$ cat config.mk
export PLATFORM = sky130hd
export DESIGN_NAME = coprocessor_riscv_lsu
export DESIGN_NICKNAME = d
export VERILOG_FILES = /design/src/rtl/coprocessor_riscv_pkg.sv /design/src/rtl/coprocessor_riscv_load_align.sv /design/src/rtl/coprocessor_riscv_lsu.sv
export SDC_FILE = /design/constraint.sdc
export NUM_CORES = 1
export LEC_CHECK = 0
export ABC_AREA = 0
export BUFFER_PORTS_ARGS = -buffer_cell sky130_fd_sc_hd__buf_2
export CAP_MARGIN = 20
export CORE_MARGIN = 1
export CORE_UTILIZATION = 35
export DETAILED_ROUTE_END_ITERATION = 8
export GPL_TIMING_DRIVEN = 0
export PLACE_DENSITY_LB_ADDON = 0.2
export SLEW_MARGIN = 25
export SYNTH_ARGS = -nofsm -noshare
export SYNTH_HDL_FRONTEND = slang
export SYNTH_SLANG_ARGS = --single-unit
$ cat constraint.sdc
create_clock -name clk -period 3.38 [get_ports clk]
set_input_delay 0.676 -clock clk [delete_from_list [all_inputs] [get_ports clk]]
set_output_delay 0.676 -clock clk [all_outputs]
set_load 0.005 [all_outputs]
$ cat src/rtl/coprocessor_riscv_pkg.sv
// Shared types and defaults for the coprocessor RISC-V load/store unit.
// Latency: n/a (declarations only).
// Backpressure: n/a.
// Contents: access-size and fault encodings, LSU state encoding, the latched
// load metadata struct, default RAM geometry and a byte-enable helper.
package coprocessor_riscv_pkg;

  localparam int unsigned DEPTH_WORDS_DEF = 5120;
  localparam int unsigned ADDR_W_DEF      = 13;

  typedef enum logic [1:0] {
    SZ_BYTE = 2'd0,
    SZ_HALF = 2'd1,
    SZ_WORD = 2'd2,
    SZ_ILL  = 2'd3
  } size_e;

  typedef enum logic [1:0] {
    FLT_OK       = 2'b00,
    FLT_MISALIGN = 2'b01,
    FLT_RANGE    = 2'b10
  } fault_e;

  typedef enum logic [1:0] {
    ST_IDLE    = 2'd0,
    ST_RD_WAIT = 2'd1,
    ST_RESP    = 2'd2
  } state_e;

  // What the read-return cycle needs to know about the load it is finishing.
  typedef struct packed {
    logic [1:0] offset;
    size_e      size;
    logic       is_unsigned;
  } ld_meta_t;

  // Lane strobes for an aligned access; callers only use it after the
  // alignment check has passed.
  function automatic logic [3:0] byte_enable(input logic [1:0] off, input size_e sz);
    logic [3:0] be;
    be = 4'b0000;
    unique case (sz)
      SZ_BYTE: be = 4'b0001 << off;
      SZ_HALF: be = off[1] ? 4'b1100 : 4'b0011;
      SZ_WORD: be = 4'b1111;
      default: be = 4'b0000;
    endcase
    return be;
  endfunction

endpackage

$ cat src/rtl/coprocessor_riscv_load_align.sv
// Load lane select and sign/zero extension of a 32-bit RAM word.
// Latency: purely combinational.
// Backpressure: none; no handshake.
// Ports: word_i raw RAM word, offset_i byte offset, size_i access size,
//        unsigned_i zero-extend when set, data_o right-aligned extended result.
module coprocessor_riscv_load_align
  import coprocessor_riscv_pkg::*;
(
  input  logic [31:0] word_i,
  input  logic [1:0]  offset_i,
  input  size_e       size_i,
  input  logic        unsigned_i,
  output logic [31:0] data_o
);

  logic [7:0]  byte_sel;
  logic [15:0] half_sel;

  always_comb begin
    byte_sel = word_i[7:0];
    unique case (offset_i)
      2'd0:    byte_sel = word_i[7:0];
      2'd1:    byte_sel = word_i[15:8];
      2'd2:    byte_sel = word_i[23:16];
      default: byte_sel = word_i[31:24];
    endcase
    half_sel = offset_i[1] ? word_i[31:16] : word_i[15:0];

    data_o = word_i;
    unique case (size_i)
      SZ_BYTE: data_o = {{24{~unsigned_i & byte_sel[7]}}, byte_sel};
      SZ_HALF: data_o = {{16{~unsigned_i & half_sel[15]}}, half_sel};
      default: data_o = word_i;
    endcase
  end

endmodule

$ cat src/rtl/coprocessor_riscv_lsu.sv
// Load/store unit bridging a core request port to a single-port sync-read data RAM.
// Latency: accept edge to rsp_valid is 1 cycle for stores/faults, 2 for loads.
// Backpressure: one transaction in flight; req_ready low until the response is taken.
// Ports: req_* core request (byte address, size, store data), rsp_* response
//        (extended load data, fault code), mem_* RAM strobes driven on the accept cycle.
module coprocessor_riscv_lsu
  import coprocessor_riscv_pkg::*;
#(
  parameter int unsigned DEPTH_WORDS = DEPTH_WORDS_DEF,
  parameter int unsigned ADDR_W      = ADDR_W_DEF
) (
  input  logic              clk,
  input  logic              reset_n,
  input  logic              req_valid,
  output logic              req_ready,
  input  logic [31:0]       req_addr,
  input  logic              req_we,
  input  logic [1:0]        req_size,
  input  logic              req_unsigned,
  input  logic [31:0]       req_wdata,
  output logic              rsp_valid,
  input  logic              rsp_ready,
  output logic [31:0]       rsp_rdata,
  output logic [1:0]        rsp_fault,
  output logic [ADDR_W-1:0] mem_address,
  output logic [3:0]        mem_byteenable,
  output logic              mem_chipselect,
  output logic              mem_write,
  output logic              mem_debugaccess,
  output logic [31:0]       mem_writedata,
  output logic              mem_clken,
  input  logic [31:0]       mem_readdata
);

  // Compared at 34 bits so a large DEPTH_WORDS cannot wrap the limit.
  localparam logic [33:0] RANGE_BYTES = 34'(DEPTH_WORDS) << 2;

  state_e      state_q, state_d;
  logic [31:0] rsp_rdata_q, rsp_rdata_d;
  fault_e      rsp_fault_q, rsp_fault_d;
  ld_meta_t    meta_q, meta_d;

  size_e       req_sz;
  fault_e      req_fault;
  logic [31:0] load_data;

  assign req_sz = size_e'(req_size);

  // Misalignment is decided first so it wins over out-of-range.
  always_comb begin
    req_fault = FLT_OK;
    unique case (req_sz)
      SZ_BYTE: req_fault = FLT_OK;
      SZ_HALF: req_fault = req_addr[0] ? FLT_MISALIGN : FLT_OK;
      SZ_WORD: req_fault = (req_addr[1:0] != 2'b00) ? FLT_MISALIGN : FLT_OK;
      default: req_fault = FLT_MISALIGN;
    endcase
    if (req_fault == FLT_OK && {2'b00, req_addr} >= RANGE_BYTES) begin
      req_fault = FLT_RANGE;
    end
  end

  // Address and write data follow the request bus; only the strobes qualify them.
  assign mem_address = req_addr[ADDR_W+1:2];
  assign mem_clken   = 1'b1;

  always_comb begin
    mem_writedata = req_wdata;
    unique case (req_sz)
      SZ_BYTE: mem_writedata = {4{req_wdata[7:0]}};
      SZ_HALF: mem_writedata = {2{req_wdata[15:0]}};
      default: mem_writedata = req_wdata;
    endcase
  end

  // RAM returns the word one cycle after the accept; lane choice uses the
  // latched offset since the request bus may already have moved on.
  coprocessor_riscv_load_align u_align (
    .word_i     (mem_readdata),
    .offset_i   (meta_q.offset),
    .size_i     (meta_q.size),
    .unsigned_i (meta_q.is_unsigned),
    .data_o     (load_data)
  );

  always_comb begin
    state_d         = state_q;
    rsp_rdata_d     = rsp_rdata_q;
    rsp_fault_d     = rsp_fault_q;
    meta_d          = meta_q;
    req_ready       = 1'b0;
    mem_chipselect  = 1'b0;
    mem_write       = 1'b0;
    mem_debugaccess = 1'b0;
    mem_byteenable  = 4'b0000;

    unique case (state_q)
      ST_IDLE: begin
        req_ready = reset_n;
        if (req_valid && reset_n) begin
          rsp_rdata_d = '0;
          rsp_fault_d = req_fault;
          if (req_fault != FLT_OK) begin
            state_d = ST_RESP;
          end else begin
            mem_chipselect = 1'b1;
            mem_byteenable = byte_enable(req_addr[1:0], req_sz);
            if (req_we) begin
              mem_write       = 1'b1;
              mem_debugaccess = 1'b1;
              state_d         = ST_RESP;
            end else begin
              meta_d.offset      = req_addr[1:0];
              meta_d.size        = req_sz;
              meta_d.is_unsigned = req_unsigned;
              state_d            = ST_RD_WAIT;
            end
          end
        end
      end

      ST_RD_WAIT: begin
        rsp_rdata_d = load_data;
        rsp_fault_d = FLT_OK;
        state_d     = ST_RESP;
      end

      ST_RESP: begin
        if (rsp_ready) begin
          state_d = ST_IDLE;
        end
      end

      default: state_d = ST_IDLE;
    endcase
  end

  always_ff @(posedge clk) begin
    if (!reset_n) begin
      state_q     <= ST_IDLE;
      rsp_rdata_q <= '0;
      rsp_fault_q <= FLT_OK;
      meta_q      <= '0;
    end else begin
      state_q     <= state_d;
      rsp_rdata_q <= rsp_rdata_d;
      rsp_fault_q <= rsp_fault_d;
      meta_q      <= meta_d;
    end
  end

  assign rsp_valid = (state_q == ST_RESP);
  assign rsp_rdata = rsp_rdata_q;
  assign rsp_fault = rsp_fault_q;

endmodule
Word level (Yosys, flattened, before mapping). Index checks and enable logic that the tools add are counted.

Bitwise gates (word level): 5. Shift operators: 1. Equal/unequal tests: 9. $mul: 0. Divide/modulo/power cells: 0. Add/subtract/negate cells: 0. Order comparisons: 1. Mux-type cells: 30. Reduce and logical (&&, ||, !) cells: 13.

Operator list (number): $pmux 32 s2 (3); $ge 32x15->1 const B (1); $mux 32 (1); $pmux 8 s3 (1); $mux 16 (1); $mux 4 (4); $mux 2 (6); $pmux 4 s3 (1); $logic_not 2->1 (5); $mux 1 (10); $eq 2x1->1 const B (4); $eq 2x2->1 const B (3); $pmux 2 s3 (1); $reduce_bool 2->1 (3); $pmux 2 s2 (1); $reduce_and 2->1 (2); $reduce_and 4->1 (1); $shl 1x2->4 const A (1); $not 1->1 (3); $pmux 1 s3 (1); $and 1x1->1 (2); $logic_and 1x1->1 (2); $ne 2x1->1 const B (1); $ne 2x2->1 const B (1).

Latch bits: 0. Register bits after elaboration: 41. Word-level logic and storage cells: 65. Memory bits (read-only): 0. Input bits: 104. Memories kept: 0. Bits in writable memories: 0. Output and inout port bits: 89.

Longest topological paths before layout. Gate-level depths: netlist of run 1.

Depth in word-level cells: 10. Gate-level depth with buffers: 7. Gate-level depth less buffers: 4.

Hierarchy. From an unflattened synthesis of run 1, not the netlist that was laid out.

Cell total of the unflattened synthesis: 359. Area, all modules: 2957.8 um^2.

Modules (own cells, without submodules): coprocessor_riscv_lsu (times used 1, area an instance 2112.0 um^2, cells each 244, seq. area each 820.8 um^2); coprocessor_riscv_load_align (times used 1, area an instance 845.8 um^2, cells each 115, seq. area each 0.0 um^2).

Worst setup path after synthesis of run 1. No wires, ideal clock.

Path kind: in2out. Start: in req_addr[30]. End: out mem_write. Path slack: 0.825 ns. Buffers on the path: 1. Data required time: 2.704 ns. Stages on the path: 5. Data arrival time: 1.879 ns. Cell sequence: nor4_1 > nand4_1 > nor3_1 > and2_1 > buf_4.

Longest elaborated chain between the ends: 7.

Ends and longest elaborated chain: from (decl) (line coprocessor_riscv_lsu.sv:16) `input logic [31:0] req_addr,`; $ge 32x15->1 (line coprocessor_riscv_lsu.sv:58) `if (req_fault == FLT_OK && {2'b00, req_addr} >= RANGE_BYTES) begin`; $logic_and 1x1->1 (line coprocessor_riscv_lsu.sv:58); $mux 2 (line coprocessor_riscv_lsu.sv:58); $reduce_bool 2->1 (line coprocessor_riscv_lsu.sv:103) `if (req_fault != FLT_OK) begin`; $mux 1 (3 in series); to (decl) (line coprocessor_riscv_lsu.sv:28) `output logic mem_write,`.

Every way passes these cells.

Worst setup path after layout of run 1.
Start: in req_addr[30]. End: out mem_write.

Longest elaborated chain between the ends: 7.

Ends and longest elaborated chain: $ge 32x15->1 (line coprocessor_riscv_lsu.sv:58); $logic_and 1x1->1 (line coprocessor_riscv_lsu.sv:58); $mux 2 (line coprocessor_riscv_lsu.sv:58); $reduce_bool 2->1 (line coprocessor_riscv_lsu.sv:103); $mux 1 (line coprocessor_riscv_lsu.sv:103); $mux 1 (line coprocessor_riscv_lsu.sv:100) `if (req_valid && reset_n) begin`; $mux 1 (line coprocessor_riscv_lsu.sv:97) `unique case (state_q)`.

Every way passes these cells.

==> flow_metrics.tcl, run 1 <==
set metrics [dict create \
    status "finished clean" \
    globalRouteOverflowTotal 0 \
    fin_hold_ws_ns 0.4496 \
    numCtsBuffers 5 \
    yosys_warnings 0 \
    synthFlopType "dfxtp_1" \
    hold_viol 0 \
    via_count 3189 \
    hpwl_um 7224 \
    synth_area_leader_cell "dfxtp_1" \
    fin_area_mm2 0.003871 \
    synth_enable_flop_cells 0 \
    die_h_um 90.40 \
    min_from "rsp_rdata[27]" \
    io_pins 193 \
    htreeDepth 2 \
    fmax_mhz 352.2 \
    nets 642 \
    ir_worst_vdd_uv 155.5 \
    core-area_mm2 0.007408 \
    min_to "rsp_rdata[27]" \
    fin_crit_ns 2.839 \
    synth-async-reset-ratio_pct 0 \
    syn_inst 352 \
    r2r-end "rsp_rdata[26]" \
    path_class "input port to output port" \
    cts_tree "yes" \
    post-route-period-util_pct 84.00 \
    drc 0 \
    clockBufferDepth 2 \
    slew_headroom_pct 51.68 \
    clk_latency_ns 0.29 \
    yosysSeqAreaShare_pct 30.01 \
    cts_resized 0 \
    clock_sinks 41 \
    first_pass_iters 4 \
    tns_ns 0 \
    grt_max_degree 13 \
    finalWeightedCongestion 0.8381 \
    area_growth_pct 41.54 \
    critPathMaxFanout 6 \
    initial_utilization_pct 36.92 \
    layout-drive-gt1-share_pct 44.71 \
    min_delay_path_depth 2 \
    critPathCaptureType "output port" \
    cp-start-kind "input port" \
    routed_wirelength_um 8945 \
    reg2reg_depth 6 \
    clockRootBuffer "clkbuf_8" \
    grt_pass1_wl_um 14130 \
    synth_area_mm2 0.002735 \
    syn_area_per_cell_um2 7.770 \
    antenna_found_initial 0 \
    ys_top_cells_by_count "o21ai_0 (49), nand2_1 (47), dfxtp_1 (41), a21oi_1 (33), buf_4 (24)" \
    worst_pin_slew_ns 0.7221 \
    slew_violations 0 \
    synth.most_common_cell "o21ai_0" \
    post_dp_cell_area_mm2 0.003755 \
    rows 31 \
    setup_viol 0 \
    crit_required_ns 2.70 \
    n_antenna_cell 0 \
    synth_seq_cells 41 \
    r2r_slack_ns 1.49 \
    drt_iter0_drc 221 \
    die_w_um 90.40 \
    synth_top_area_share_pct 30.01 \
    dieArea_mm2 0.008172 \
    cellPowerDensity_mw_per_mm2 289.1 \
    rsz0062_at_grt "false" \
    fin_worst_skew_ns 0.006284 \
    post_cts_buffers 0 \
    ant_nets 0 \
    grt_usage_pct 21.22 \
    synth_nets 456 \
    cp.arrival_ns 2.16 \
    synthTopCellsByArea "dfxtp_1 (30%), o21ai_0 (9.0%), mux2i_1 (7.7%)" \
    synth_cell_types 43 \
    leakagePower_nw 1.848 \
    port_buffers 179 \
    hold_class "flop to flop" \
    routedWlPerCell_um 14.02 \
    drv_cap 0 \
    grt_pass1_vias 2989 \
    cts-hold-fix-buffers 0 \
    via_per_inst 4.998 \
    path_clk_slew_ns 0.08 \
    r2r_start "meta_q[4]" \
]
-- worst max path at each step --
stage / start / endpoint / slack, ns / cells past startpoint
global route: req_addr[30] / mem_write / 0.38 / 7
finish: req_addr[30] / mem_write / 0.54 / 7
CTS: req_addr[30] / mem_write / 0.51 / 7
floorplan: req_addr[30] / mem_write / 0.82 / 5
global placement: req_addr[30] / mem_write / 0.56 / 7
detailed placement: req_addr[30] / mem_write / 0.52 / 7
-- layer usage --
| metal | up-vias | share of wire [%] | wire [µm] | track usage [%] |
|---|---|---|---|---|
| li1 | 1597 | - | - | - |
| met1 | 1439 | 43 | 3823 | 25.78 |
| met2 | 143 | 49 | 4406 | 37.85 |
| met3 | 10 | 6.9 | 617 | 4.545 |
| met4 | 0 | 1.1 | 98 | 5.242 |
| met5 | - | 0 | 0 | 0 |
-- stage by stage --
step / setup WS, ns / util [%] / power, W / std cells
after floorplan: 0.8250 / - / 0.0005998 / 352
after global placement: 0.5612 / 50.68 / 0.0007185 / 630
after detailed placement: 0.5153 / 50.68 / 0.0007204 / 630
after CTS: 0.5149 / 52.25 / 0.001125 / 638
after global routing: 0.3773 / 52.25 / 0.001168 / 638
final: 0.5407 / 52.25 / 0.001119 / 638
-- cells by family (layout without fill, tap and decap cells) --
family          after synthesis  count (layout)  share of synthesized area (%)
mux                          38              38                          14.68
other cells                   1               1                         0.1371
buf+inv                      55             242                          11.12
compound gates              119             119                          25.85
simple gates                 98              98                          18.21
flops                        41              41                          30.01
-- sequential cells by signal, indices dropped and copies added (netlist names) --
name       cells
rsp_fault      2
meta_q         5
rsp_rdata     32
state_q        2
-- cell usage in the layout, fill, tap and decap left out, types with 2 or more instances in the layout --
cell type,instances
nand2_1,47
o21bai_1,7
nand2b_1,4
nor2b_1,4
nor2_1,13
o22ai_1,2
nor3b_1,7
or2_2,2
and2_1,7
a21oi_1,33
mux2i_1,21
a21boi_0,3
buf_1,2
nor4_1,5
mux2_2,17
nor3_1,2
clkbuf_1,18
o21ai_0,49
buf_2,185
o21ai_2,2
inv_1,6
clkbuf_8,6
buf_4,24
o21ai_1,5
o21a_1,3
a32o_1,6
dfxtp_1,41
-- where the power goes --
group | switching (W) | internal, W | total, W
registers | 0.00000171 | 0.000484 | 0.000486
clock network | 0.000169 | 0.000241 | 0.000410
logic | 0.000103 | 0.000120 | 0.000223
-- final cells by class --
| class | count | area, µm² |
|---|---|---|
| tap | 99 | 123.9 |
| sequential | 41 | 820.8 |
| buffer | 49 | 281.5 |
| multi-input combinational | 256 | 1610 |
| inverter | 6 | 22.52 |
| clock inverter | 1 | 30.03 |
| timing repair buffer | 179 | 895.9 |
| clock buffer | 7 | 86.33 |
| fill | 738 | 3537 |
-- worst max-delay path, stage by stage --
cell and delay, ns:
buf_2 0.10, nor4_1 0.26, nand4_1 0.32, nor3_1 0.42, and2_1 0.20, buf_4 0.10, buf_2 0.09
Note: power is estimated with default switching activity, not from simulation.
==> run 2, diff against run 1 <==
==> constraint.sdc (replaced) <==
create_clock -name clk -period 2.3 [get_ports clk]
set_input_delay 0.46 -clock clk [delete_from_list [all_inputs] [get_ports clk]]
set_output_delay 0.46 -clock clk [all_outputs]
set_load 0.005 [all_outputs]
==> flow_metrics.tcl, run 2 (synthesized netlist as in run 1, its figures left out) <==
set metrics [dict create \
    startpoint "state_q[0]" \
    die_h_um 90.40 \
    clockRootBuffer "clkbuf_8" \
    grt_usage_pct 21.22 \
    r2r_start "meta_q[4]" \
    nets 645 \
    fin_hold_ws_ns 0.4198 \
    grt_max_degree 13 \
    antenna_found_initial 0 \
    p_switching_w 0.0004042 \
    rsz0062_at_grt "false" \
    status "finished clean" \
    p_sw_share_pct 24.54 \
    leakagePower_nw 1.878 \
    htreeDepth 2 \
    worst_pin_slew_ns 0.7269 \
    layout_common_cells "buf_2 (186), o21ai_0 (49), nand2_1 (47), dfxtp_1 (41), a21oi_1 (33)" \
    io_pins 193 \
    drt_iter0_drc 227 \
    post-route-period-util_pct 94.97 \
    largest_reg_flops 32 \
    initial_utilization_pct 36.92 \
    slew_violations 0 \
    layout_commonest_cell "buf_2" \
    via_per_inst 4.969 \
    final_cells 641 \
    fin_worst_skew_ns 0.007088 \
    cp-start-kind "flop" \
    path_clk_slew_ns 0.07 \
    fin_area_mm2 0.003906 \
    cts-hold-fix-buffers 0 \
    slew_headroom_pct 51.36 \
    clock_sinks 41 \
    rows 31 \
    grt_pass1_vias 2989 \
    r2r_slack_ns 0.41 \
    hpwl_um 7224 \
    pwr-share-clk_pct 36.6 \
    grt_pass1_wl_um 14130 \
    first_pass_iters 5 \
    post-route-util_pct 52.73 \
    cts_tree "yes" \
    share_comb_of_total_power_pct 20.0 \
    globalRouteOverflowTotal 0 \
    port_buffers 179 \
    drv_cap 0 \
    dieArea_mm2 0.008172 \
    critPathMaxFanout 8 \
    core-area_mm2 0.007408 \
    dp.cells 630 \
    via_count 3185 \
    n_antenna_cell 0 \
    clockBufferDepth 2 \
    critPathCaptureType "output port" \
    nFillCells 735 \
    hold_class "input port to flop" \
    fmax_mhz 457.8 \
    cp.arrival_ns 1.72 \
    cellPowerDensity_mw_per_mm2 421.6 \
    register_area_um2 820.8 \
    layout-drive-gt1-share_pct 45.39 \
    die_w_um 90.40 \
    crit_required_ns 1.84 \
    multiInputGateArea_mm2 0.001622 \
    area_growth_pct 42.82 \
    ant_nets 0 \
    drc 0 \
    intPower_w 0.001243 \
    routed_wirelength_um 8994 \
    fin_crit_ns 2.184 \
    finalWeightedCongestion 0.8381 \
    numCtsBuffers 5 \
    path_class "flop to output port" \
    setup_viol 0 \
    ir_worst_vdd_uv 227.7 \
    min_from "req_unsigned" \
    clk_latency_ns 0.29 \
    hold_viol 0 \
    post_dp_cell_area_mm2 0.003755 \
    power_frac_seq_pct 43.4 \
    routedWlPerCell_um 14.03 \
]
==> run 2: cell types whose count changed in the layout (fill, tap and decap cells not counted), sizes merged <==
cell / before / now
buf: 211 / 214
==> run 2: through the flow <==
| step | total power, W | setup WS [ns] | TNS (ns) |
|---|---|---|---|
| floorplan | 0.0008815 | 0.1770 | 0 |
| global placement | 0.001056 | -0.08685 | -0.1957 |
| detailed placement | 0.001059 | -0.1327 | -0.2474 |
| CTS | 0.001653 | 0.006626 | 0 |
| global route | 0.001718 | 0.01272 | 0 |
| finish | 0.001647 | 0.1156 | 0 |
==> run 2: cell type report <==
| class | instances | share of cell area, % |
|---|---|---|
| Tap cell | 99 | 3.171 |
| Multi-Input combinational cell | 256 | 41.51 |
| Inverter | 6 | 0.5766 |
| Buffer | 49 | 7.239 |
| Clock inverter | 1 | 0.7687 |
| Sequential cell | 41 | 21.01 |
| Clock buffer | 7 | 2.210 |
| Timing Repair Buffer | 182 | 23.51 |
==> run 2: worst paths after layout <==
check | end | cells after the start
max | mem_write | 6
min | meta_q[0] | 3
max reg2reg | rsp_rdata[26] | 6
min reg2reg | rsp_rdata[27] | 2
==> run 2: what timing repair did <==
item,4_1_cts,5_1_grt
gates cloned,0,0
setup buffers,0,3
gates resized for setup,2,1
pin swaps,1,1
setup endpoints to repair,5,4
==> run 2: layer usage <==
metal	GRT usage, %	routed length [µm]
met5	0	0
met2	37.85	4425
met4	5.242	87
met1	25.78	3802
met3	4.545	678
==> run 2: power groups by stage <==
stage	combinational, W	sequential [W]	clock [W]
2_1_floorplan	0.000151	0.000731	0
3_3_place_gp	0.000325	0.000731	0
3_5_place_dp	0.000327	0.000731	0
4_1_cts	0.000330	0.000714	0.000609
5_1_grt	0.000358	0.000715	0.000644
6_report	0.000329	0.000714	0.000603
==> run 2: critical path, stage by stage, from the launching register on <==
cell      delay, ns
dfxtp_1        0.36
and4bb_2       0.34
o21ai_2        0.12
nor3_4         0.25
and2_1         0.17
buf_4          0.10
buf_2          0.09
